**config.mk**
```make
export PLATFORM = sky130hd
export DESIGN_NAME = i2c_mem_slave
export DESIGN_NICKNAME = d
export VERILOG_FILES = /design/src/rtl/i2c_pkg.sv /design/src/rtl/i2c_bus_sync.sv /design/src/rtl/i2c_mem_slave.sv
export SDC_FILE = /design/constraint.sdc
export NUM_CORES = 1
export LEC_CHECK = 0
export CAP_MARGIN = 10
export CORE_MARGIN = 1.5
export CORE_UTILIZATION = 56
export DETAILED_ROUTE_END_ITERATION = 10
export PLACE_DENSITY_LB_ADDON = 0.05
export RECOVER_POWER = 25
export SLEW_MARGIN = 0
export SYNTH_ARGS = -nofsm -noshare
export SYNTH_HDL_FRONTEND = slang
export SYNTH_SLANG_ARGS = --single-unit
export TNS_END_PERCENT = 10
```
**constraint.sdc**
```tcl
create_clock -name clk -period 2.4 [get_ports clk]
set_input_delay 0.36 -clock clk [delete_from_list [all_inputs] [get_ports clk]]
set_output_delay 0.36 -clock clk [all_outputs]
set_load 0.005 [all_outputs]
```
**src/rtl/i2c_pkg.sv**
```systemverilog
// Shared types and constants for the I2C memory target: FSM states, ACK/NACK
// bus levels and the bit-counter width.
package i2c_pkg;

  typedef enum logic [3:0] {
    IDLE,
    DEV_ADDR,
    DEV_ACK,
    PTR,
    PTR_ACK,
    WR_DATA,
    WR_ACK,
    RD_DATA,
    RD_ACK
  } i2c_state_e;

  localparam logic ACK  = 1'b0;
  localparam logic NACK = 1'b1;

  localparam int BCW = 3;

endpackage

```
**src/rtl/i2c_bus_sync.sv**
```systemverilog
// Brings raw SCL/SDA into the clk domain (2-flop sync + history flop) and
// produces single-clk pulses for SCL edges and START/STOP conditions.
module i2c_bus_sync (
  input  logic clk,
  input  logic rst,
  input  logic scl,
  input  logic sda_in,
  output logic scl_rise,
  output logic scl_fall,
  output logic start_det,
  output logic stop_det,
  output logic sda_s
);

  logic [1:0] scl_sync, sda_sync;
  logic       scl_hist, sda_hist;

  // NOTE: sequential state uses non-blocking assignments so every flop samples
  // the pre-edge value of its neighbour; blocking here would collapse the chain.
  always_ff @(posedge clk or negedge rst) begin
    if (!rst) begin
      scl_sync <= 2'b11;
      sda_sync <= 2'b11;
      scl_hist <= 1'b1;
      sda_hist <= 1'b1;
    end else begin
      scl_sync <= {scl_sync[0], scl};
      sda_sync <= {sda_sync[0], sda_in};
      scl_hist <= scl_sync[1];
      sda_hist <= sda_sync[1];
    end
  end

  assign sda_s     = sda_sync[1];
  assign scl_rise  =  scl_sync[1] & ~scl_hist;
  assign scl_fall  = ~scl_sync[1] &  scl_hist;
  // SDA may only move while SCL is high when the master signals a condition
  assign start_det =  scl_sync[1] & scl_hist &  sda_hist & ~sda_sync[1];
  assign stop_det  =  scl_sync[1] & scl_hist & ~sda_hist &  sda_sync[1];

endmodule

```
**src/rtl/i2c_mem_slave.sv**
```systemverilog
// I2C target fronting a small byte memory: device-address match, one-byte
// register pointer, then auto-incrementing writes or reads.
module i2c_mem_slave
  import i2c_pkg::*;
#(
  parameter logic [6:0] SLAVE_ADDR = 7'h50,
  parameter int         DEPTH      = 16,
  parameter int         AW         = $clog2(DEPTH)
) (
  input  logic          clk,
  input  logic          rst,
  input  logic          scl,
  input  logic          sda_in,
  output logic          sda_oe,
  output logic          busy,
  output logic          wr_pulse,
  output logic [AW-1:0] wr_addr,
  output logic [7:0]    wr_data,
  output logic          rd_pulse
);

  logic scl_rise, scl_fall, start_det, stop_det, sda_s;

  i2c_bus_sync u_sync (
    .clk       (clk),
    .rst       (rst),
    .scl       (scl),
    .sda_in    (sda_in),
    .scl_rise  (scl_rise),
    .scl_fall  (scl_fall),
    .start_det (start_det),
    .stop_det  (stop_det),
    .sda_s     (sda_s)
  );

  i2c_state_e     state, state_d;
  logic [BCW-1:0] bit_cnt, bit_cnt_d;
  logic [6:0]     shift_q, shift_d;
  logic [7:0]     tx_q, tx_d;
  logic [AW-1:0]  ptr, ptr_d, wr_addr_d;
  logic [7:0]     wr_data_d;
  logic           rw_q, rw_d, sda_oe_d, busy_d, wr_pulse_d, rd_pulse_d, mem_we;
  logic [7:0]     mem [DEPTH];

  // Byte as it stands once the current rising-edge bit is shifted in
  wire logic [7:0] rx_byte = {shift_q, sda_s};
  wire logic [7:0] rd_byte = mem[ptr];

  always_ff @(posedge clk or negedge rst) begin
    if (!rst) begin
      state    <= IDLE;
      bit_cnt  <= '0;
      shift_q  <= '0;
      tx_q     <= '0;
      ptr      <= '0;
      rw_q     <= 1'b0;
      sda_oe   <= 1'b0;
      busy     <= 1'b0;
      wr_pulse <= 1'b0;
      rd_pulse <= 1'b0;
      wr_addr  <= '0;
      wr_data  <= '0;
    end else begin
      state    <= state_d;
      bit_cnt  <= bit_cnt_d;
      shift_q  <= shift_d;
      tx_q     <= tx_d;
      ptr      <= ptr_d;
      rw_q     <= rw_d;
      sda_oe   <= sda_oe_d;
      busy     <= busy_d;
      wr_pulse <= wr_pulse_d;
      rd_pulse <= rd_pulse_d;
      wr_addr  <= wr_addr_d;
      wr_data  <= wr_data_d;
    end
  end

  // NOTE: the register file is cleared by reset, so a read before any write
  // returns 0; this costs a reset on every memory flop.
  always_ff @(posedge clk or negedge rst) begin
    if (!rst) begin
      for (int i = 0; i < DEPTH; i++) mem[i] <= '0;
    end else if (mem_we) begin
      mem[ptr] <= rx_byte;
    end
  end

  // NOTE: every next-state signal gets its hold value first, so no path
  // through the case leaves one unassigned and no latch is inferred.
  always_comb begin
    state_d    = state;
    bit_cnt_d  = bit_cnt;
    shift_d    = shift_q;
    tx_d       = tx_q;
    ptr_d      = ptr;
    rw_d       = rw_q;
    sda_oe_d   = sda_oe;
    busy_d     = busy;
    wr_addr_d  = wr_addr;
    wr_data_d  = wr_data;
    wr_pulse_d = 1'b0;
    rd_pulse_d = 1'b0;
    mem_we     = 1'b0;

    if (start_det) begin
      state_d   = DEV_ADDR;
      bit_cnt_d = '0;
      sda_oe_d  = 1'b0;
    end else if (stop_det) begin
      state_d   = IDLE;
      bit_cnt_d = '0;
      sda_oe_d  = 1'b0;
      busy_d    = 1'b0;
    end else begin
      unique case (state)
        DEV_ADDR, PTR, WR_DATA: begin
          if (scl_rise) begin
            shift_d   = rx_byte[6:0];
            bit_cnt_d = bit_cnt + 1'b1;
            if (bit_cnt == '1) begin
              if (state == DEV_ADDR) begin
                if (rx_byte[7:1] == SLAVE_ADDR) begin
                  state_d = DEV_ACK;
                  busy_d  = 1'b1;
                  rw_d    = rx_byte[0];
                end else begin
                  state_d = IDLE;
                end
              end else if (state == PTR) begin
                ptr_d   = rx_byte[AW-1:0];
                state_d = PTR_ACK;
              end else begin
                mem_we     = 1'b1;
                wr_pulse_d = 1'b1;
                wr_addr_d  = ptr;
                wr_data_d  = rx_byte;
                ptr_d      = ptr + 1'b1;
                state_d    = WR_ACK;
              end
            end
          end
        end
        DEV_ACK, PTR_ACK, WR_ACK: begin
          // First falling edge pulls SDA for the ACK, the second ends it
          if (scl_fall) begin
            if (!sda_oe) begin
              sda_oe_d = 1'b1;
            end else begin
              sda_oe_d  = 1'b0;
              bit_cnt_d = '0;
              if (state == DEV_ACK && rw_q) begin
                tx_d       = rd_byte;
                sda_oe_d   = ~rd_byte[7];
                rd_pulse_d = 1'b1;
                ptr_d      = ptr + 1'b1;
                state_d    = RD_DATA;
              end else if (state == DEV_ACK) begin
                state_d = PTR;
              end else begin
                state_d = WR_DATA;
              end
            end
          end
        end
        RD_DATA: begin
          if (scl_rise) begin
            bit_cnt_d = bit_cnt + 1'b1;
            if (bit_cnt == '1) state_d = RD_ACK;
          end else if (scl_fall) begin
            sda_oe_d = ~tx_q[3'd7 - bit_cnt];
          end
        end
        RD_ACK: begin
          if (scl_fall) begin
            sda_oe_d = 1'b0;
          end else if (scl_rise) begin
            if (sda_s == ACK) begin
              tx_d       = rd_byte;
              rd_pulse_d = 1'b1;
              ptr_d      = ptr + 1'b1;
              bit_cnt_d  = '0;
              state_d    = RD_DATA;
            end else begin
              state_d  = IDLE;
              sda_oe_d = 1'b0;
              busy_d   = 1'b0;
            end
          end
        end
        default: ;
      endcase
    end
  end

endmodule
```
* Yosys cells after proc, flatten, opt, wreduce, memory -nomap -nowiden
Cells that the tools add are included.
** Word-level totals
- Input bits :: 4
- Bits in registers :: 177
** Operators by class
- Reductions and logical operators :: 20
- Order comparisons :: 3
- Bitwise logic cells :: 18
- $add $sub $neg :: 3
- Equality and inequality tests :: 40
- Muxes and demuxes :: 86
** Operator list (count)
- $bwmux W128 :: 1
- $mux W4 :: 21
- $mux W8 :: 9
- $ne A4 B4 Y1 const B :: 11
- $mux W3 :: 11
- $bmux W8 S4 :: 1
- $demux W8 S4 :: 1
- $mux W1 :: 32
- $reduce_and A9 Y1 :: 3
- $reduce_and A7 Y1 :: 3
- $ne A2 B2 Y1 const B :: 9
- $ne A3 B3 Y1 const B :: 6
- $eq A4 B3 Y1 const B :: 4
- $pmux W4 S4 :: 1
- $pmux W8 S2 :: 1
- $pmux W4 S3 :: 1
- $reduce_and A12 Y1 :: 1
- $not A1 Y1 :: 10
- $reduce_bool A5 Y1 :: 2
- $pmux W3 S3 :: 1
- $eq A4 B2 Y1 const B :: 2
- $and A1 B1 Y1 :: 7
- $eq A7 B7 Y1 const B :: 1
- $reduce_and A6 Y1 :: 1
- 25 further kinds :: 30

* Depth between registers and ports, before layout
Gate-level depths: netlist (run 1).
- Word-level depth :: 11
- Mapped depth :: 9

* Hierarchy
Synthesis (run 1) repeated with hierarchy kept, for this count alone.
** Unflattened totals
- Cells, all modules :: 593
- Area, all modules :: 8349.3 um2
** By module, submodules not included
- i2c_mem_slave :: times used 1, cells an instance 583, area an instance 8159.1 um2
- i2c_bus_sync :: times used 1, cells an instance 10, area an instance 190.2 um2

* Worst setup path after synthesis (run 1)
OpenSTA, ideal clock, no wires.
- Kind :: flip-flop to flip-flop
- Start :: register ptr[1]
- End :: register tx_q[0]
- Data required time :: 2.275 ns
- Cell stages (with the launch flop) :: 6
- Arrival time :: 2.131 ns
- Setup slack :: 0.144 ns
- Path buffers :: 2
- Clock period less this slack :: 2.256 ns
- Library setup time :: 0.125 ns
- Cell sequence :: dfrtp_1 clkbuf_1 buf_1 mux4_2 mux4_2 mux2_2
** On the way
- Longest elaborated chain between the ends :: 8
** RTL lines
- from (decl) :: line i2c_mem_slave.sv:40 : logic [AW-1:0] ptr, ptr_d, wr_addr_d;
- from (signal assigned) :: line i2c_mem_slave.sv:68 : ptr <= ptr_d;
- $not A4 Y5 (not written as such) (*) :: line i2c_mem_slave.sv:47 : wire logic [7:0] rd_byte = mem[ptr];
- $bmux W8 S4 (*) :: line i2c_mem_slave.sv:47
- $mux W8 (not written as such) (*) (2 in series) :: line i2c_mem_slave.sv:47
- $mux W8, on equally long branches :: line i2c_mem_slave.sv:178, i2c_mem_slave.sv:152
- $mux W8, on equally long branches :: line i2c_mem_slave.sv:177, i2c_mem_slave.sv:147
- $mux W8, on equally long branches :: line i2c_mem_slave.sv:175, i2c_mem_slave.sv:146
- $pmux W8 S2 (*) :: line i2c_mem_slave.sv:116 : unique case (state)
- to (signal assigned) :: line i2c_mem_slave.sv:67 : tx_q <= tx_d;
- to (decl) :: line i2c_mem_slave.sv:39 : logic [7:0] tx_q, tx_d;
Mark *: on every way between the ends. The rest lies on a longest branch, timed or not. The select of a mux whose other input is x is not followed.
A chain may end at the register's enable or synchronous reset.

* Final worst setup path (run 1)
- Start :: register state[2]
- End :: register mem[63] (netlist bit)
** On the way
- Longest elaborated chain between the ends :: 8
** RTL lines
- from (decl) :: line i2c_mem_slave.sv:36 : i2c_state_e state, state_d;
- from (signal assigned) :: line i2c_mem_slave.sv:64 : state <= state_d;
- $eq A4 B2 Y1 :: line i2c_mem_slave.sv:116, i2c_mem_slave.sv:130
- $mux W1 :: line i2c_mem_slave.sv:130 : end else if (state == PTR) begin
- $mux W1 :: line i2c_mem_slave.sv:122 : if (state == DEV_ADDR) begin
- $mux W1 :: line i2c_mem_slave.sv:121 : if (bit_cnt == '1) begin
- $mux W1 :: line i2c_mem_slave.sv:118 : if (scl_rise) begin
- $mux W1 (*) :: line i2c_mem_slave.sv:116
- $mux W1 (*) :: line i2c_mem_slave.sv:110 : end else if (stop_det) begin
- $mux W1 (*) :: line i2c_mem_slave.sv:106 : if (start_det) begin
- to (signal, indexed assignment) :: line i2c_mem_slave.sv:85 : mem[ptr] <= rx_byte;
- to (decl) :: line i2c_mem_slave.sv:43 : logic [7:0] mem [DEPTH];
Mark *: on every way between the ends. The rest lies on a longest branch, timed or not.

==> results of run 1 <==
-- placed cells by master (no fill, tap or decap), drive strengths merged, types with 2 or more instances in the layout --
master,netlist,layout
o22ai,2,2
nand3b,2,2
o211ai,3,3
a2bb2oi,3,3
dfstp,6,6
and3,3,3
dfrtp,171,171
a21oi,14,14
nand2b,6,6
nor2b,2,2
dlygate4sd3,0,3
mux2i,10,10
nor3,8,8
ha,9,9
inv,11,16
nor3b,3,3
mux2,156,156
clkbuf,33,21
nand2,25,25
mux4,41,41
or4,2,2
a31oi,2,2
clkdlybuf4s50,0,16
a211oi,2,2
a221oi,2,2
clkinv,0,4
nor2,14,14
bufinv,0,2
nand3,8,8
and2,3,3
or3,2,2
nor4b,3,3
buf,10,40
o21ai,9,9
-- where the power goes --
group          switching, mW  internal [mW]
clock network           1.21           1.62
logic                   1.29          0.884
registers              0.196           3.11
-- final timing paths --
| kind | start | endpoint | slack (ps) | cells past startpoint |
|---|---|---|---|---|
| setup / recovery | state[2] | mem[63] | 50 | 6 |
| hold / removal | u_sync.sda_sync[0] | u_sync.sda_sync[1] | 360 | 0 |
| setup reg to reg | state[2] | mem[63] | 50 | 6 |
| hold reg to reg | u_sync.sda_sync[0] | u_sync.sda_sync[1] | 360 | 0 |
| max in group asynchronous | rst | mem[72] | 800 | 3 |
| min in group asynchronous | rst | mem[113] | 510 | 2 |
-- sequential cells by signal, summed over array words and instances, names as in the netlist --
name             count
wr_pulse             1
mem                128
u_sync.scl_hist      1
state                4
sda_oe               1
wr_addr              4
u_sync.scl_sync      2
ptr                  4
tx_q                 8
busy                 1
shift_q              7
rw_q                 1
u_sync.sda_hist      1
u_sync.sda_sync      2
wr_data              8
rd_pulse             1
bit_cnt              3
-- routing by layer --
layer	up-vias	share of wire (%)	track usage, %
li1	2244	-	-
met5	-	0	0
met1	2650	45	35.1
met4	0	1.7	7.02
met3	24	3.5	5.39
met2	94	50	43.0
-- stage by stage --
stage / utilization [%] / area (um^2)
after global routing: 66.0 / 9620
after floorplan: - / 8400
after global placement: 61.8 / 9010
final: 66.0 / 9620
after CTS: 66.1 / 9640
after detailed placement: 61.8 / 9010
-- cell type report --
type                       count  area share, %
clock inverter                12           1.53
timing repair buffer          60           5.71
inverter                      11          0.429
tap                          184           2.39
clock buffer                  20           4.75
multi-input combinational    353           39.1
sequential                   177           46.1
-- cells by family (layout without fill, tap and decap cells) --
family                   Yosys count  after routing  share of synthesized area, %
buffers and inverters             54            103                          2.53
XOR/XNOR                           1              1                         0.104
adder cells (fa/ha/maj)            9              9                          1.34
flip-flops                       177            177                          52.8
AO/OA/AOI/OAI                     49             49                          3.99
multiplexers                     207            207                          33.1
AND/OR/NAND/NOR                   87             87                          6.14
-- repair_timing --
item	CTS	global route
hold endpoints to repair	55	0
buffers inserted	1	0
hold buffers	1	0
pin swaps	1	0
resized for setup	0	1
endpoints found under the setup margin	32	6
==> flow_summary.json, run 1 <==
{
  "crit_chain": "nand3b_1 -> a2111o_1 -> buf_4 -> nor3b_4 -> nand2_2 -> mux2_1",
  "finalSetupTns_ps": 0,
  "firstDrtPassIters": 5,
  "whs_ps": 356,
  "max_freq_ghz": 0.426,
  "crit_required_ps": 2710,
  "tightest_slew_ps": 760,
  "outcome": "complete, no violations",
  "antenna_found_initial": 0,
  "die_y_um": 125,
  "ys_seq_area_share_pct": 52.8,
  "finalHoldViolCount": 0,
  "viasPerCell": 6.13,
  "synth_enable_flop_cells": 0,
  "max_slew_margin_pct": 49.3,
  "vias": 5012,
  "async_flop_share_pct": 100,
  "htreeDepth": 4,
  "synth.cells.most_frequent": "171 x dfrtp_1, 144 x mux2_2, 41 x mux4_2",
  "synthFlopType": "dfrtp_1",
  "slowest_stage": "dfrtp_1",
  "drc_errors": 0,
  "cts.path.max_buffers": 2,
  "seq_area_mm2": 0.00444,
  "p_leak_nw": 4.63,
  "hold_path_class": "flip-flop to flip-flop",
  "arrival_ps": 2650,
  "io_pins": 20,
  "cp_max_fo": 8,
  "skew_ps": 8.67,
  "setup_viol": 0,
  "cts_tree": "done",
  "synth.cell_area_mm2": 0.00840,
  "crit_family": "simple AND/OR/NAND/NOR gates",
  "worst-path-buf-inv": 1,
  "routedWlPerCell_um": 22.8,
  "grt_pass1_wl_um": 30900,
  "synth.top_cell.area_share_pct": 50.9,
  "grt_overflow": 0,
  "clk_pin_slew_worst_paths_ps": 70,
  "slew_viol_final": 0,
  "rsz0062_at_grt": "yes",
  "numPortBuffers": 19,
  "yosysMostFrequentCell": "dfrtp_1",
  "final.setup.worst_slack_ps": 54.3,
  "nFillCells": 1063,
  "ir_worst_vdd_v": 0.000564,
  "synth.area.top_cells": "dfrtp_1 51%, mux2_2 19%, mux4_2 11%",
  "finalCriticalPeriod_ps": 2350,
  "yosys_warnings": 0,
  "final_antenna_net_count": 0,
  "final_cells": 817,
  "p_total_mw": 8.30,
  "multi_input_area_mm2": 0.00376,
  "root_buffer": "clkbuf_16",
  "dp_hpwl_um": 12300,
  "final_nets": 633,
  "syn_to_final_growth_pct": 14.5,
  "clock_sinks": 177,
  "core_mm2": 0.0146,
  "rows": 44,
  "ys_types": 57,
  "drv_cap": 0,
  "worstSkewPairLatency_ps": 430,
  "wirelength_um": 18700,
  "yosysTopAreaCell": "dfrtp_1",
  "grt_pass1_vias": 5411,
  "die-area_mm2": 0.0157,
  "place_inst": 783,
  "syn_avg_cell_area_um2": 14.4,
  "start_util_pct": 57.6,
  "antenna_cells": 0,
  "grt_usage_pct": 25.9,
  "min_period_over_period_pct": 97.7,
  "synth_nets": 597,
  "critical_path_class": "flip-flop to flip-flop",
  "drt_iter0_markers": 334,
  "gp_congestion": 0.878,
  "grt_max_degree": 66,
  "start_kind": "flip-flop",
  "synth-seq-cells": 177,
  "max_stage_delay_ps": 480,
  "power.density_mw_per_mm2": 862,
  "dp_slack_ps": -56.0,
  "numCtsBuffers": 17,
  "postSynthCellCount": 584,
  "end_kind": "flip-flop",
  "die_w_um": 125,
  "drive_gt1_share_pct": 45.2
}
Power figures use the tool's default switching activity.
==> run 2, diff against run 1 <==
--- a/config.mk
+++ b/config.mk
@@ -9,10 +9,9 @@
 export CORE_MARGIN = 1.5
 export CORE_UTILIZATION = 56
 export DETAILED_ROUTE_END_ITERATION = 10
-export PLACE_DENSITY_LB_ADDON = 0.05
+export PLACE_DENSITY = 0.86
 export RECOVER_POWER = 25
 export SLEW_MARGIN = 0
 export SYNTH_ARGS = -nofsm -noshare
 export SYNTH_HDL_FRONTEND = slang
 export SYNTH_SLANG_ARGS = --single-unit
-export TNS_END_PERCENT = 10
==> flow_summary.json, run 2 (synthesis gave the netlist of run 1 again) <==
{
  "io_pins": 20,
  "place_inst": 778,
  "cp_max_fo": 10,
  "max_freq_ghz": 0.425,
  "critical_path_class": "flip-flop to flip-flop",
  "final_cells": 811,
  "setup_viol": 0,
  "arrival_ps": 2660,
  "power_frac_seq_pct": 41.1,
  "dpl-instance-area_mm2": 0.00895,
  "cts.path.max_buffers": 2,
  "grt_overflow": 0,
  "clock_sinks": 177,
  "drv_cap": 0,
  "routedWlPerCell_um": 22.9,
  "rsz0062_at_grt": "yes",
  "firstDrtPassIters": 5,
  "ir_worst_vdd_v": 0.000691,
  "p_int_mw": 5.42,
  "skew_ps": 12.0,
  "gp_congestion": 0.917,
  "clk_pin_slew_worst_paths_ps": 70,
  "final_cell_mix": "168 x dfrtp_1, 144 x mux2_2, 41 x mux4_2",
  "crit_family": "simple AND/OR/NAND/NOR gates",
  "crit_required_ps": 2710,
  "core_mm2": 0.0146,
  "viasPerCell": 6.31,
  "slowest_stage": "a2111o_1",
  "drc_errors": 0,
  "wirelength_um": 18600,
  "vias": 5120,
  "start_util_pct": 57.6,
  "crit_chain": "nand3b_1 -> a2111o_1 -> nor3b_4 -> buf_4 -> nand2_2 -> mux2_1",
  "end_kind": "flip-flop",
  "max_stage_delay_ps": 570,
  "finalHoldViolCount": 0,
  "numCtsBuffers": 17,
  "p_total_mw": 8.08,
  "grt_usage_pct": 25.8,
  "start_kind": "flip-flop",
  "die_w_um": 125,
  "cts_tree": "done",
  "largest_reg_flops": 128,
  "max_slew_margin_pct": 3.17,
  "p_sw_share_pct": 32.9,
  "die_y_um": 125,
  "rows": 44,
  "largest_register": "mem",
  "fin_area_mm2": 0.00953,
  "final_antenna_net_count": 0,
  "min_period_over_period_pct": 98.0,
  "hold_path_class": "flip-flop to flip-flop",
  "power.density_mw_per_mm2": 848,
  "dp_slack_ps": -40.0,
  "root_buffer": "clkbuf_16",
  "antenna_found_initial": 0,
  "antenna_cells": 0,
  "final_nets": 628,
  "switchingPower_mw": 2.66,
  "dp_hpwl_um": 12000,
  "layout_commonest_cell": "dfrtp_1",
  "grt_pass1_wl_um": 30900,
  "outcome": "complete, no violations",
  "die-area_mm2": 0.0157,
  "worstSkewPairLatency_ps": 430,
  "p_comb_share_pct": 26.2,
  "largestRegisters": "mem (128), tx_q (8), wr_data (8)",
  "finalCriticalPeriod_ps": 2350,
  "grt_max_degree": 59,
  "drive_gt1_share_pct": 45.0,
  "numPortBuffers": 19,
  "p_leak_nw": 4.60,
  "drt_iter0_markers": 487,
  "htreeDepth": 4,
  "worst-path-buf-inv": 1,
  "syn_to_final_growth_pct": 13.4,
  "final.setup.worst_slack_ps": 49.1,
  "slew_viol_final": 0,
  "grt_pass1_vias": 5571,
  "finalSetupTns_ps": 0,
  "tightest_slew_ps": 1450,
  "clkPwrFrac_pct": 32.7
}
-- run 2: cell types whose count changed in the layout (fill, tap and decap cells not counted), moves of 2 or more --
| cell | before | now |
|---|---|---|
| nand2_2 | 12 | 9 |
| clkbuf_8 | 2 | 0 |
| dfrtp_1 | 170 | 168 |
| clkinvlp_4 | 1 | 4 |
| clkinv_4 | 3 | 0 |
| buf_12 | 4 | 2 |
| nand2_4 | 0 | 3 |
| dfrtp_2 | 1 | 3 |
| clkinv_2 | 1 | 4 |
| buf_4 | 35 | 31 |
-- run 2: through the flow --
step           hold WS (ps)  util, %
2_1_floorplan          64.4        -
3_3_place_gp            350     61.4
3_5_place_dp            350     61.4
4_1_cts                 325     65.4
5_1_grt                 366     65.3
6_report                362     65.3
-- run 2: power by group through the flow --
stage / logic, mW / registers (mW) / clock network (mW)
floorplan: 1.51 / 3.24 / 0
global placement: 2.03 / 3.36 / 0
detailed placement: 2.10 / 3.37 / 0
CTS: 2.12 / 3.32 / 2.67
global route: 2.28 / 3.34 / 2.81
finish: 2.12 / 3.32 / 2.64
-- run 2: worst reg2reg max path: stages (launching register included) --
cell and delay [ps]:
dfrtp_2 470, nand3b_1 220, a2111o_1 570, nor3b_4 220, buf_4 190, nand2_2 180, mux2_1 380
-- run 2: metal layers --
layer	GRT usage [%]	wire length [um]	up-vias
li1	-	-	2223
met4	9.63	473	0
met1	33.5	7620	2709
met5	0	0	-
met2	42.5	9600	151
met3	6.12	905	37
-- run 2: repair_timing --
item	in CTS	in global routing
resized for setup	3	3
hold buffers	1	0
pin swaps	1	3
endpoints found under the hold margin	53	0
endpoints found under the setup margin	10	116
cloned	0	0
buffers inserted	1	0
-- run 2: worst paths after layout --
kind | start | to | slack, ps | depth (start not counted)
worst max-delay path | state[0] | mem[47] | 50 | 6
worst min-delay path | u_sync.sda_sync[0] | u_sync.sda_sync[1] | 360 | 0
worst max register to register | state[0] | mem[47] | 50 | 6
worst min register to register | u_sync.sda_sync[0] | u_sync.sda_sync[1] | 360 | 0
max in group asynchronous | rst | mem[61] | 430 | 3
min in group asynchronous | rst | mem[113] | 810 | 2
-- run 2: cell type report --
class	instances	area, um^2
sequential	177	4440
timing repair buffer	55	483
clock inverter	14	134
tap	184	230
fill	993	5060
inverter	11	41.3
clock buffer	17	425
multi-input combinational	353	3770
